[src/rtl/uart_rx_sink.sv]
// uart_rx_sink: 8N1 UART receiver feeding a small circular byte FIFO.
// The receiver samples mid-bit and never stalls. A full FIFO drops the new byte
// and raises a sticky overflow flag. A low stop bit raises a sticky frame-error
// flag. After a low stop bit the receiver waits for the line to go high again.
module uart_rx_sink #(
    parameter int CLKS_PER_BIT = 868,
    parameter int FIFO_DEPTH   = 4
) (
    input  logic       clk,
    input  logic       rst,
    input  logic       rx_i,
    output logic [7:0] data_o,
    output logic       valid_o,
    input  logic       ready_i,
    input  logic       err_clr_i,
    output logic       frame_err_o,
    output logic       overflow_o,
    output logic       busy_o
);
    localparam int AW = $clog2(FIFO_DEPTH);
    localparam int CW = AW + 1;
    localparam logic [15:0]   FULL_BIT  = 16'(CLKS_PER_BIT - 1);
    localparam logic [15:0]   HALF_BIT  = 16'(CLKS_PER_BIT / 2 - 1);
    localparam logic [CW-1:0] DEPTH_CNT = CW'(FIFO_DEPTH);

    typedef enum logic [2:0] {S_IDLE, S_START, S_DATA, S_STOP, S_BREAK} state_t;

    // receiver state
    logic          r_sync1, r_sync2, r_rx_prev;
    logic [1:0]    r_settle;
    state_t        r_state, w_state_next;
    logic [15:0]   r_cnt, w_cnt_next;
    logic [2:0]    r_bit, w_bit_next;
    logic [7:0]    r_shift, w_shift_next;
    logic          r_push, w_push_next;
    logic          w_frame_set;
    logic          w_rx_s, w_fall, w_cnt_zero;

    // FIFO state
    logic [7:0]    r_mem [FIFO_DEPTH];
    logic [AW-1:0] r_wr_ptr, r_rd_ptr, w_rd_ptr_next;
    logic [CW-1:0] r_count, w_occ_after_pop, w_count_next;
    logic [7:0]    r_head, w_head_next;
    logic          w_full, w_pop, w_wr_en, w_ovf_set;
    logic          r_frame_err, r_overflow;

    assign w_rx_s     = r_sync2;
    assign w_cnt_zero = (r_cnt == 16'd0);
    // Edges count only once the synchronizer and the history flop both hold real
    // line samples. The reset value of 1 is not a line sample. A line that stays
    // low through reset therefore cannot look like a new falling edge.
    assign w_fall     = (r_settle == 2'd3) && r_rx_prev && !w_rx_s;

    // Two-flop synchronizer, edge history and post-reset settle counter
    always_ff @(posedge clk) begin
        if (rst) begin
            r_sync1   <= 1'b1;
            r_sync2   <= 1'b1;
            r_rx_prev <= 1'b1;
            r_settle  <= 2'd0;
        end else begin
            r_sync1   <= rx_i;
            r_sync2   <= r_sync1;
            r_rx_prev <= r_sync2;
            if (r_settle != 2'd3) r_settle <= r_settle + 2'd1;
        end
    end

    // Receive FSM registers
    always_ff @(posedge clk) begin
        if (rst) begin
            r_state <= S_IDLE;
            r_cnt   <= 16'd0;
            r_bit   <= 3'd0;
            r_shift <= 8'h00;
            r_push  <= 1'b0;
        end else begin
            r_state <= w_state_next;
            r_cnt   <= w_cnt_next;
            r_bit   <= w_bit_next;
            r_shift <= w_shift_next;
            r_push  <= w_push_next;
        end
    end

    // Receive FSM next-state logic: sample at counter expiry, LSB first
    always_comb begin
        w_state_next = r_state;
        w_cnt_next   = r_cnt;
        w_bit_next   = r_bit;
        w_shift_next = r_shift;
        w_push_next  = 1'b0;
        w_frame_set  = 1'b0;
        case (r_state)
            S_IDLE: begin
                if (w_fall) begin
                    w_state_next = S_START;
                    w_cnt_next   = HALF_BIT;
                end
            end
            S_START: begin
                if (!w_cnt_zero) begin
                    w_cnt_next = r_cnt - 16'd1;
                end else if (!w_rx_s) begin
                    w_state_next = S_DATA;
                    w_cnt_next   = FULL_BIT;
                    w_bit_next   = 3'd0;
                end else begin
                    w_state_next = S_IDLE;  // glitch: line went back high
                end
            end
            S_DATA: begin
                if (!w_cnt_zero) begin
                    w_cnt_next = r_cnt - 16'd1;
                end else begin
                    w_shift_next = {w_rx_s, r_shift[7:1]};
                    w_cnt_next   = FULL_BIT;
                    w_bit_next   = r_bit + 3'd1;
                    if (r_bit == 3'd7) w_state_next = S_STOP;
                end
            end
            S_STOP: begin
                if (!w_cnt_zero) begin
                    w_cnt_next = r_cnt - 16'd1;
                end else if (w_rx_s) begin
                    w_push_next  = 1'b1;   // r_shift stays put until the next frame's data bits
                    w_state_next = S_IDLE;
                end else begin
                    w_frame_set  = 1'b1;
                    w_state_next = S_BREAK;
                end
            end
            S_BREAK: begin
                if (w_rx_s) w_state_next = S_IDLE;
            end
            default: w_state_next = S_IDLE;
        endcase
    end

    assign w_full          = (r_count == DEPTH_CNT);
    assign w_pop           = valid_o && ready_i;
    assign w_wr_en         = r_push && (!w_full || w_pop);
    assign w_ovf_set       = r_push && w_full && !w_pop;
    assign w_rd_ptr_next   = w_pop ? r_rd_ptr + AW'(1) : r_rd_ptr;
    assign w_occ_after_pop = r_count - CW'(w_pop);
    assign w_count_next    = w_occ_after_pop + CW'(w_wr_en);

    // Next head byte. If the pop leaves the buffer empty, the head is the
    // incoming byte when one is written this cycle, and 0 when nothing is written.
    always_comb begin
        w_head_next = 8'h00;
        if (w_occ_after_pop == '0) begin
            if (w_wr_en) w_head_next = r_shift;
        end else begin
            w_head_next = r_mem[w_rd_ptr_next];
        end
    end

    // FIFO storage write port (no reset so it can map to RAM)
    always_ff @(posedge clk) begin
        if (w_wr_en) r_mem[r_wr_ptr] <= r_shift;
    end

    // FIFO pointers, occupancy and registered head byte
    always_ff @(posedge clk) begin
        if (rst) begin
            r_wr_ptr <= '0;
            r_rd_ptr <= '0;
            r_count  <= '0;
            r_head   <= 8'h00;
        end else begin
            if (w_wr_en) r_wr_ptr <= r_wr_ptr + AW'(1);
            r_rd_ptr <= w_rd_ptr_next;
            r_count  <= w_count_next;
            r_head   <= w_head_next;
        end
    end

    // Sticky error flags; a set event beats a same-cycle clear
    always_ff @(posedge clk) begin
        if (rst) begin
            r_frame_err <= 1'b0;
            r_overflow  <= 1'b0;
        end else begin
            if (w_frame_set)    r_frame_err <= 1'b1;
            else if (err_clr_i) r_frame_err <= 1'b0;
            if (w_ovf_set)      r_overflow  <= 1'b1;
            else if (err_clr_i) r_overflow  <= 1'b0;
        end
    end

    assign data_o      = r_head;
    assign valid_o     = (r_count != '0);
    assign busy_o      = (r_state != S_IDLE);
    assign frame_err_o = r_frame_err;
    assign overflow_o  = r_overflow;

endmodule

[config.mk]
export PLATFORM = sky130hd
export DESIGN_NAME = uart_rx_sink
export DESIGN_NICKNAME = d
export VERILOG_FILES = /design/src/rtl/uart_rx_sink.sv
export SDC_FILE = /design/constraint.sdc
export NUM_CORES = 1
export LEC_CHECK = 0
export CAP_MARGIN = 10
export CORE_MARGIN = 4
export CORE_UTILIZATION = 29
export CTS_CLUSTER_DIAMETER = 120
export DETAILED_ROUTE_END_ITERATION = 12
export GPL_TIMING_DRIVEN = 0
export PLACE_DENSITY_LB_ADDON = 0.05
export SLEW_MARGIN = 40
export SYNTH_ARGS = -nofsm -noshare
export SYNTH_HDL_FRONTEND = slang
export SYNTH_SLANG_ARGS = --single-unit
[constraint.sdc]
create_clock -name clk -period 2.74 [get_ports clk]
set_input_delay 0.822 -clock clk [delete_from_list [all_inputs] [get_ports clk]]
set_output_delay 0.822 -clock clk [all_outputs]
set_load 0.01 [all_outputs]
**Word level (Yosys, flattened, before mapping)**

Memory sizes are Yosys's and may differ from the RTL's.
Index checks and enable logic that the tools add are counted.

- $add $sub $neg: 7
- Equal/unequal tests: 17
- Multiplexer cells: 31
- Bitwise operators: 2
- Reduce and logical (&&, ||, !) cells: 24

Operators with widths:

| cell | number |
|---|---|
| 16-bit 2-to-1 mux | 5 |
| 16-bit one-hot mux with 4 select lines | 1 |
| 3-bit 2-to-1 mux | 10 |
| 2-bit != test (second input constant) | 9 |
| 16-bit zero test | 1 |
| 8-bit 2-to-1 mux | 2 |
| 16-bit by 1-bit subtractor with 16-bit output (second input constant) | 1 |
| 3-bit one-hot mux with 5 select lines | 1 |
| 3-bit equality test (second input constant) | 3 |
| 1-bit 2-to-1 mux | 9 |
| 4-bit AND reduction | 2 |
| 2-bit by 1-bit adder with 2-bit output (second input constant) | 3 |
| 3-bit by 2-bit equality test with 1-bit output (second input constant) | 2 |
| 1-bit logical AND | 6 |
| 3-bit zero test | 2 |
| 3-bit one-hot mux with 2 select lines | 1 |
| 6-bit AND reduction | 1 |
| 2-bit nonzero test | 3 |
| 3-bit nonzero test | 2 |
| 2-bit 2-to-1 mux | 2 |
| 4-bit nonzero test | 1 |
| 3-bit by 1-bit adder with 3-bit output | 1 |
| 3-bit by 1-bit adder with 3-bit output (second input constant) | 1 |
| 3-bit by 1-bit equality test with 1-bit output (second input constant) | 1 |
| other kinds (8) | 11 |

- Register bits: 53
- Memory bits (writable): 32
- Input bits: 5
- Output and inout port bits: 12
- Logic and storage cells: 97
- Memories: 1

Memory list:

| memory | words | width | read ports | clocked after memory_dff | wr ports | RTL line | text |
|---|---|---|---|---|---|---|---|
| r_mem | 4 | 8 | 1 | 0 | 1 | 40 | `logic [7:0] r_mem [FIFO_DEPTH];` |

**Logic depth before layout (Yosys ltp)**

Gate-level depths: netlist of the first run.

- Word-level depth: 6
- Gate-level depth with buffers: 9
- Depth with buffers taken out: 8

**Worst setup path before layout of the first run**

OpenSTA, ideal clock, no wires.

- Path kind: reg2reg
- Start point: reg r_cnt[0]
- End point: reg r_shift[0]
- Setup time: 128 ps
- Arrival time: 2292 ps
- Data required time: 2612 ps
- Setup slack: 321 ps
- Stages on the path, launching flop included: 10
- Buffers on the path: 2
- Period minus slack after synthesis: 2419 ps
- Cells stage by stage: dfxtp_1 > inv_1 > ha_1 > or4b_1 > buf_2 > or4_4 > nor3b_2 > buf_6 > mux2i_1 > nor2_1

- Longest elaborated chain between the ends: 2

RTL lines:

| item | RTL line | text |
|---|---|---|
| from (decl) | 32 | `logic [15:0] r_cnt, w_cnt_next;` |
| from (signal assigned) | 79 | `r_cnt <= w_cnt_next;` |
| 16-bit zero test | 48 | `assign w_cnt_zero = (r_cnt == 16'd0);` |
| 2-bit AND reduction (no source line) | -- |  |
| to (signal assigned) | 81 | `r_shift <= w_shift_next;` |
| to (decl) | 34 | `logic [7:0] r_shift, w_shift_next;` |

No other way between the ends.
A chain may end at the register's enable or synchronous reset.

**Final worst setup path of the first run**

- Start point: reg r_state[2]
- End point: out busy_o

- Longest elaborated chain between the ends: 1

RTL lines:

| item | RTL line | text |
|---|---|---|
| from (decl) | 31 | `state_t r_state, w_state_next;` |
| from (signal assigned) | 78 | `r_state <= w_state_next;` |
| 3-bit nonzero test | 194 | `assign busy_o = (r_state != S_IDLE);` |
| to (decl) | 18 | `output logic busy_o` |

No other way between the ends.

==> metrics.csv, run 1 <==
stage,metric,value,unit
finish,layout-drive-gt1-share,0.111,
setup_path,required,1.92,ns
cts,clk_path_buf_depth,2,
synth,async_flop_share,0,
synth,yosys.area.top_type,dfxtp_1,
sta,fin_ws,0.111,ns
global_routing,gr-usage-all-layers,0.127,
sta,fin_skew,0.00630,ns
finish,utilization,0.360,
floorplanning,coreArea,12600,um^2
place,place_ws,-0.517,ns
floorplanning,initial_core_util,0.295,
place,portBuffers,16,
drt,viasPerCell,4.77,
drt,wl_met3,341,um
global_routing,antenna_found_initial,0,
setup_path,slowest_stage,clkdlybuf4s50_1,
drt,highest_layer,met4,
global_routing,grt_pass1_vias,2578,
sta,hold_violations,0,
drt,vias,2622,
cts,clk_root_buffer_cell,clkbuf_16,
setup_path,rrSetupSlack,0.12,ns
synth,syn_avg_cell_area,10.8,um^2
sta,slew_headroom,0.541,
finish,multi_input_area,1630,um^2
setup_path,start_kind,flop,
setup_path,critPathBufInv,2,
drt,ant_nets,0,
floorplanning,die_h,121,um
synth,yosysMostFrequentCell,dfxtp_1,
place,hpwl,5700,um
sta,setup_viol,0,
sta,drv_slew,0,
cts,cts_tree,yes,
synth,netlist_instances,344,
setup_path,arrival,1.81,ns
finish,nFillCells,1264,
floorplanning,dieArea,14700,um^2
setup_path,worst_path_largest_cell_delay,0.53,ns
synth,synth.area.top_cells,"dfxtp_1 29%, edfxtp_1 26%, mux2i_1 6.8%",
setup_path,critPathKind,reg2out,
synth,ys_top_cells_by_count,"53 x dfxtp_1, 45 x nor2_1, 32 x edfxtp_1",
cts,clock-sinks,85,
global_routing,grt_max_degree,15,
finish,seq_area,2020,um^2
global_routing,grt.overflow.total,0,
synth,synth_edf_count,32,
setup_path,cpLargestDelayFamily,buffers and inverters,
power_and_ir_drop,power.density,855,nW/um^2
synth,yosys_warnings,0,
synth,ys_seq_elements,85,
cts,clock_latency,0.35,ns
setup_path,crit_path_end_kind,primary output,
setup_path,crit_chain,clkbuf_1 > or3_1 > clkdlybuf4s50_1,
flow_run,cap_violations,0,
finish,fin_nets,391,
drt,drt-met1-wl,3950,um
finish,synthToLayoutAreaGrowth,22.2,%
status,outcome,"complete, no violations",
drt,wl,8650,um
synth,synth.lib_cells_used.distinct,50,
cts,path_clk_slew,0.06,ns
drt,drc_errors,0,
sta,tightest_slew,0.687,ns
power_and_ir_drop,p_leak,1.74,nW
finish,antenna_cells,0,
synth,synthFlopType,dfxtp_1,
floorplanning,num_rows,41,
sta,fin_crit_sh,0.959,
finish,fin_cells,550,
cts,htreeDepth,3,
sta,fmaxAchievable,380,MHz
place,dpl.cell_count,532,
power_and_ir_drop,max-vdd-ir-drop,0.000304,V
synth,yosysSeqAreaShare,0.546,
drt,wl_per_cell,15.7,um
drt,dr.first_iter.drc_count,125,
synth,syn_nets,361,
worst_hold_path,worstHoldPathType,reg2reg,
global_routing,grt_pass1_wl,14000,um
drt,met2_length,4190,um
sta,holdWs,0.413,ns
floorplanning,fp.dieW,121,um
place,gp_congestion,0.773,
cts,cts_made_buffers,9,
synth,synth_area,3710,um^2
synth,yosysTopAreaCellShare,0.286,
floorplanning,io_pins,17,
drt,firstDrtPassIters,4,
setup_path,critPathMaxFanout,10,
sta,min_period,2.63,ns
==> per-layer routing <==
layer	track usage	vias up
met5	0	-
met3	0.0354	12
met4	0.0574	0
met1	0.152	1241
met2	0.212	43
li1	-	1326
==> cell usage in the layout (no fill, tap or decap), drive strengths merged, types with 6 or more instances in the layout <==
cell type,count
a21o,10
a21oi,25
buf,8
clkbuf,21
clkdlybuf4s50,16
dfxtp,53
edfxtp,32
ha,12
inv,10
mux2i,25
nand2,11
nor2,46
nor2b,6
o21ai,12
o22ai,8
or2,6
or4,6
==> path summary, 6_finish.rpt <==
path / from / end / cells after the start
max: r_state[2] / busy_o / 3
min reg2reg: r_sync1 / r_sync2 / 1
min: r_sync1 / r_sync2 / 1
max reg2reg: r_cnt[0] / r_shift[1] / 9
==> worst register-to-register path: stages (launching register included) <==
cell and delay [ns]:
dfxtp_1 0.35, inv_1 0.09, ha_2 0.20, or4b_1 0.43, buf_2 0.20, or4_4 0.50, nor3b_4 0.28, buf_4 0.21
mux2i_1 0.19, nor2_1 0.05
==> metrics by stage <==
step	TNS [ns]	total power, mW	cell area [um^2]
3_5_place_dp	-4.25	2.35	4090
4_1_cts	0	3.89	4460
3_3_place_gp	-4.26	2.34	4080
6_report	0	3.87	4530
2_1_floorplan	0	2.08	3710
5_1_grt	-0.0105	4.08	4530
==> kinds of logic (layout without fill, tap and decap cells) <==
logic type               Yosys count  count (layout)  share of synthesized area
AND/OR/NAND/NOR                  109             109                      0.160
flip-flops                        85              85                      0.546
AO/OA/AOI/OAI                     80              80                      0.140
buffers and inverters             27              61                     0.0304
multiplexers                      25              25                     0.0675
adder cells (fa/ha/maj)           12              12                     0.0405
XOR/XNOR                           6               6                     0.0162
==> flip-flops by register name, summed over array words and instances, names as in the netlist, 2 cells and up <==
name / cells
r_mem: 32
r_settle: 2
r_rd_ptr: 2
r_wr_ptr: 2
r_shift: 8
r_bit: 3
r_cnt: 16
r_count: 3
r_state: 3
data_o: 8
==> power breakdown <==
part / internal (mW) / switching (mW)
sequential: 1.37 / 0.0512
clock: 0.979 / 0.515
combinational: 0.465 / 0.490
==> layout make-up <==
class                      count  share of cell area
clock buffer                   9              0.0497
tap                          172              0.0475
inverter                      10             0.00829
multi-input combinational    232               0.360
clock inverter                 6              0.0301
timing repair buffer          20              0.0420
sequential                    85               0.446
buffer                        16              0.0157
==> timing repair <==
item | 4_1_cts | 5_1_grt
endpoints found under the hold margin | 0 | 0
gates cloned | 0 | 1
endpoints found under the setup margin | 11 | 31
hold buffers | 0 | 0
pin swaps | 1 | 4
gates resized for setup | 4 | 8
setup buffers | 0 | 3
Power figures use the tool's default switching activity.
==> run 2: changes to the inputs <==
- PLACE_DENSITY: default -> 0.52
- PLACE_DENSITY_LB_ADDON: 0.05 -> default
==> metrics.csv, run 2 (same netlist as run 1, synthesis figures left out) <==
stage,metric,value,unit,change
setup_path,start_kind,flop,,
floorplanning,coreArea,12600,um^2,unchanged
status,outcome,"complete, no violations",,
worst_hold_path,hold_depth,1,,unchanged
cts,clk_path_buf_depth,2,,unchanged
sta,fin_crit_sh,0.960,,about the same
finish,layout-drive-gt1-share,0.118,,+0.00669
sta,holdWs,0.407,ns,-0.00594 ns
sta,fmaxAchievable,380,MHz,about the same
floorplanning,fp.dieW,121,um,unchanged
drt,wl,7910,um,-8.6%
global_routing,antenna_found_initial,0,,unchanged
finish,top_regs,"r_mem: 32 flops, r_cnt: 16 flops",,
finish,antenna_cells,0,,unchanged
global_routing,grt.overflow.total,0,,unchanged
sta,hold_violations,0,,unchanged
drt,drc_errors,0,,unchanged
worst_hold_path,hold_path_end,r_sync2,,
sta,drv_slew,0,,unchanged
setup_path,critPathKind,reg2reg,,
finish,final_cell_mix,"53 x dfxtp_1, 44 x nor2_1, 32 x edfxtp_1, 25 x a21oi_1, 25 x mux2i_1",,
drt,vias,2629,,+0.27%
global_routing,gr-usage-all-layers,0.111,,-0.0158
global_routing,grt_max_degree,16,,+1
place,portBuffers,16,,unchanged
setup_path,crit_path_end_kind,flop,,
place,hpwl,5200,um,-8.7%
finish,fin_nets,394,,+0.77%
place,gp_congestion,0.837,,+8.3%
setup_path,timing.rr.end,r_shift[4],,
finish,layout_commonest_cell,dfxtp_1,,
cts,ctsHoldBuffers,0,,unchanged
drt,viasPerCell,4.75,,-0.46%
setup_path,rrSetupSlack,0.11,ns,about the same
setup_path,arrival,2.84,ns,+1.03 ns
setup_path,reg2reg_from,r_cnt[0],,
global_routing,grt_pass1_wl,12700,um,-9.4%
cts,clock-sinks,85,,unchanged
sta,tightest_slew,0.644,ns,-0.0430 ns
setup_path,required,2.94,ns,+1.02 ns
sta,min_period,2.63,ns,+0.00212 ns
flow_run,cap_violations,0,,unchanged
sta,slew_headroom,0.570,,+0.0288
cts,clock_latency,0.33,ns,-0.02 ns
floorplanning,num_rows,41,,unchanged
global_routing,grt_pass1_vias,2506,,-2.8%
sta,rsz0062_at_grt,true,,
worst_hold_path,worstHoldPathType,reg2reg,,
finish,utilization,0.357,,-0.00378
setup_path,r2r_cells,10,,+1
drt,dr.first_iter.drc_count,111,,-11%
finish,regMostFlops,r_mem,,
floorplanning,initial_core_util,0.295,,unchanged
sta,fin_skew,0.00472,ns,-0.00158 ns
setup_path,critPathMaxFanout,9,,-1
sta,fin_ws,0.109,ns,-0.00213 ns
cts,clk_root_buffer_cell,clkbuf_16,,
cts,htreeDepth,3,,unchanged
finish,largest_reg_flops,32,,unchanged
cts,cts_made_buffers,9,,unchanged
cts,path_clk_slew,0.06,ns,about the same
drt,wl_per_cell,14.3,um,-9.3%
finish,synthToLayoutAreaGrowth,20.9,%,
drt,ant_nets,0,,unchanged
power_and_ir_drop,max-vdd-ir-drop,0.000297,V,-2.4%
power_and_ir_drop,power.density,787,nW/um^2,-7.9%
sta,setup_viol,0,,unchanged
place,place_ws,-0.488,ns,+0.0291 ns
worst_hold_path,hold_start,r_sync1,,
floorplanning,dieArea,14700,um^2,unchanged
floorplanning,io_pins,17,,unchanged
power_and_ir_drop,p_leak,1.72,nW,-1.2%
cts,cts_tree,yes,,
drt,firstDrtPassIters,4,,unchanged
floorplanning,die_h,121,um,unchanged
run 2: cell types whose count changed in the layout (fill, tap and decap cells not counted), sizes merged:
cell,before,now
buf,8,10
bufinv,4,0
clkbuf,21,23
clkinvlp,1,2
inv,10,13
run 2: what timing repair did:
item,CTS,global route
pin swaps,1,3
gates cloned,0,0
setup endpoints to repair,9,27
gates resized for setup,2,10
setup buffers,0,7
endpoints found under the hold margin,0,0
run 2: worst max-delay path by stage:
stage	startpoint	endpoint	slack (ns)	cells past startpoint
after floorplan	r_cnt[0]	r_shift[0]	0.32	9
after CTS	ready_i	data_o[2]	-0.04	9
final	r_cnt[0]	r_shift[4]	0.11	10
after detailed placement	ready_i	data_o[2]	-0.49	10
after global placement	ready_i	data_o[2]	-0.44	10
after global routing	r_cnt[0]	r_shift[4]	-0.03	10
run 2: power by group:
part	switching, mW	total [mW]	internal (mW)	leakage, nW
sequential	0.0543	1.43	1.37	0.726
clock	0.512	1.16	0.646	0.134
combinational	0.480	0.945	0.465	0.856
run 2: cell type report:
class / count / area (um^2)
Tap cell: 172 / 215
Clock buffer: 10 / 239
Fill cell: 1254 / 8090
Multi-Input combinational cell: 232 / 1620
Buffer: 16 / 73.8
Timing Repair Buffer: 23 / 225
Inverter: 10 / 37.5
Clock inverter: 6 / 45.0
Sequential cell: 85 / 2020
run 2: routing by layer:
metal	track usage	part of all wire	wire length [um]
met2	0.187	0.49	3850
met1	0.133	0.47	3700
met3	0.0359	0.037	292
met5	0	0	0
met4	0.0397	0.0083	66
run 2: worst max-delay path: stages, from the launching register on:
cell	delay, ns
dfxtp_1	0.35
inv_1	0.07
ha_2	0.19
or4b_1	0.43
buf_4	0.19
or4_4	0.47
nor3b_4	0.24
buf_6	0.13
clkbuf_4	0.17
mux2i_1	0.20
nor2_1	0.05
run 2: through the flow:
stage	setup TNS (ns)	area, um^2	std cells	power, mW
2_1_floorplan	0	3710	344	2.08
3_3_place_gp	-3.31	4080	532	2.32
3_5_place_dp	-3.64	4090	532	2.33
4_1_cts	-0.0576	4380	547	3.52
5_1_grt	-0.101	4480	554	3.72
6_report	0	4480	554	3.53
==> run 3: changes to the inputs <==
- CORE_ASPECT_RATIO: default -> 0.6
==> metrics.csv, run 3 (same netlist as run 1, synthesis figures left out) <==
stage,metric,value,unit,change
status,outcome,"complete, no violations",,
drt,dr.first_iter.drc_count,197,,+77%
worst_hold_path,hold_start,r_sync1,,
floorplanning,num_rows,31,,-24%
drt,wl_per_cell,15.3,um,+7.5%
setup_path,critPathBufInv,1,,-3
drt,firstDrtPassIters,4,,unchanged
setup_path,cpLargestDelayFamily,compound AO/OA/AOI/OAI gates,,
global_routing,use_met1,0.172,,+0.0383
global_routing,grt_pass1_vias,2515,,+0.36%
setup_path,slowest_stage,clkdlybuf4s50_1,,
worst_hold_path,hold_path_end,r_sync2,,
drt,drc_errors,0,,unchanged
cts,cts_tree,yes,,
finish,layout_commonest_cell,dfxtp_1,,
place,gp_congestion,0.845,,+0.87%
floorplanning,fp.dieW,154,um,+27%
place,portBuffers,16,,unchanged
sta,hold_violations,0,,unchanged
floorplanning,coreArea,12300,um^2,-2.5%
power_and_ir_drop,power.density,830,nW/um^2,+5.4%
sta,fmaxAchievable,383,MHz,+0.77%
power_and_ir_drop,fin_total_pwr,3.71,mW,+5.2%
setup_path,crit_path_end_kind,flop,,
worst_hold_path,hold_depth,1,,unchanged
global_routing,grt_pass1_wl,13400,um,+5.6%
finish,layout-drive-gt1-share,0.106,,-0.0120
drt,wl,8330,um,+5.4%
finish,regMostFlops,r_mem,,
floorplanning,dieArea,14700,um^2,+0.41%
floorplanning,initial_core_util,0.302,,+0.00750
setup_path,required,2.97,ns,+0.03 ns
power_and_ir_drop,max-vdd-ir-drop,0.000362,V,+22%
place,place_ws,-0.413,ns,+0.0751 ns
sta,fin_crit_sh,0.953,,-0.00731
global_routing,grt_max_degree,15,,-1
setup_path,timing.rr.end,r_shift[3],,
global_routing,busiest_layer,met1,,
cts,clock_latency,0.34,ns,about the same
finish,largest_reg_flops,32,,unchanged
global_routing,gr-usage-all-layers,0.117,,+0.00630
finish,final_cell_mix,"52 x dfxtp_1, 44 x nor2_1, 32 x edfxtp_1, 25 x a21oi_1, 24 x mux2i_1",,
floorplanning,io_pins,17,,unchanged
setup_path,rrSetupSlack,0.17,ns,+0.06 ns
setup_path,start_kind,input port,,
finish,seq_area,2020,um^2,about the same
finish,utilization,0.365,,+0.00815
sta,setup-tns-final,0,ns,unchanged
cts,path_clk_slew,0.06,ns,about the same
cts,htreeDepth,3,,unchanged
place,hpwl,5720,um,+10%
setup_path,critPathKind,in2reg,,
global_routing,use_met3,0.0413,,+0.00537
setup_path,arrival,2.84,ns,about the same
sta,min_period,2.61,ns,-0.0200 ns
finish,fin_nets,391,,-0.76%
finish,antenna_cells,0,,unchanged
global_routing,antenna_found_initial,0,,unchanged
setup_path,reg2reg_from,r_cnt[0],,
global_routing,gr-usage-met2,0.159,,-0.0272
drt,viasPerCell,4.93,,+3.9%
setup_path,critPathMaxFanout,8,,-1
cts,ctsHoldBuffers,0,,unchanged
worst_hold_path,worstHoldPathType,reg2reg,,
sta,drv_slew,0,,unchanged
global_routing,grt.overflow.total,0,,unchanged
setup_path,r2r_cells,9,,-1
sta,holdWs,0.425,ns,+0.0183 ns
sta,fin_ws,0.129,ns,+0.0200 ns
sta,fin_skew,0.00736,ns,+0.00264 ns
cts,clk_root_buffer_cell,clkbuf_16,,
finish,top_regs,"r_mem: 32 flops, r_cnt: 16 flops",,
finish,multi_input_area,1610,um^2,-0.92%
finish,nFillCells,1234,,-1.6%
cts,cts_made_buffers,9,,unchanged
drt,vias,2677,,+1.8%
setup_path,worst_path_largest_cell_delay,0.44,ns,-0.03 ns
sta,slew_headroom,0.518,,-0.0518
drt,ant_nets,0,,unchanged
setup_path,crit_chain,clkdlybuf4s50_1 > o31a_1 > ha_1 > ha_1 > xnor2_1 > a31oi_1 > nand2_2 > o22ai_1 > a21o_1,,
sta,tightest_slew,0.723,ns,+0.0794 ns
cts,clock-sinks,85,,unchanged
cts,clk_path_buf_depth,2,,unchanged
sta,setup_viol,0,,unchanged
flow_run,cap_violations,0,,unchanged
finish,synthToLayoutAreaGrowth,20.6,%,
power_and_ir_drop,p_leak,1.72,nW,+0.12%
setup_path,cp_common_cell,ha_1,,
floorplanning,die_h,95.6,um,-21%
-- run 3: cell count changes in the layout (fill, tap and decap cells not counted), sizes merged --
cell / change
buf: -3
bufinv: +3
inv: -3
clkinvlp: -1
-- run 3: worst max-delay path by stage --
| stage | end | depth (start not counted) | slack [ns] | startpoint |
|---|---|---|---|---|
| final | data_o[7] | 9 | 0.13 | ready_i |
| after global routing | r_shift[7] | 9 | -0.02 | r_cnt[0] |
| after CTS | r_cnt[5] | 8 | 0.009 | r_cnt[0] |
| after detailed placement | data_o[7] | 7 | -0.41 | ready_i |
| after global placement | data_o[7] | 10 | -0.41 | ready_i |
| after floorplan | r_shift[0] | 9 | 0.32 | r_cnt[0] |
-- run 3: layout make-up --
cell class	count	area share
Clock inverter	5	0.0227
Buffer	16	0.0165
Sequential cell	85	0.453
Inverter	10	0.00840
Clock buffer	10	0.0512
Timing Repair Buffer	20	0.0425
Multi-Input combinational cell	232	0.360
Tap cell	165	0.0462
-- run 3: repair_timing --
action | in CTS | in global routing
setup buffers | 0 | 3
pin swaps | 1 | 3
gates cloned | 0 | 1
endpoints found under the setup margin | 11 | 33
resized for setup | 2 | 9
-- run 3: stage by stage --
| stage | cell area [um^2] | instances |
|---|---|---|
| final | 4470 | 543 |
| after CTS | 4420 | 539 |
| after global routing | 4470 | 543 |
| after detailed placement | 4080 | 525 |
| after global placement | 4070 | 525 |
| after floorplan | 3710 | 344 |
-- run 3: per-layer routing --
| layer | wire length (um) | part of all wire |
|---|---|---|
| met5 | 0 | 0 |
| met4 | 121 | 0.015 |
| met3 | 557 | 0.067 |
| met2 | 3160 | 0.38 |
| met1 | 4490 | 0.54 |
-- run 3: worst reg2reg max path: stages (launching register included) --
cell,delay [ns]
dfxtp_2,0.35
inv_1,0.06
ha_2,0.19
or4b_1,0.43
buf_4,0.19
or4_4,0.48
nor3b_4,0.27
clkbuf_4,0.24
mux2i_1,0.19
nor2_1,0.05
-- run 3: report_power, final --
group | total (mW) | internal [mW] | switching (mW)
combinational | 0.932 | 0.448 | 0.485
sequential | 1.42 | 1.37 | 0.0482
clock | 1.36 | 0.882 | 0.475
total | 3.71 | 2.70 | 1.01
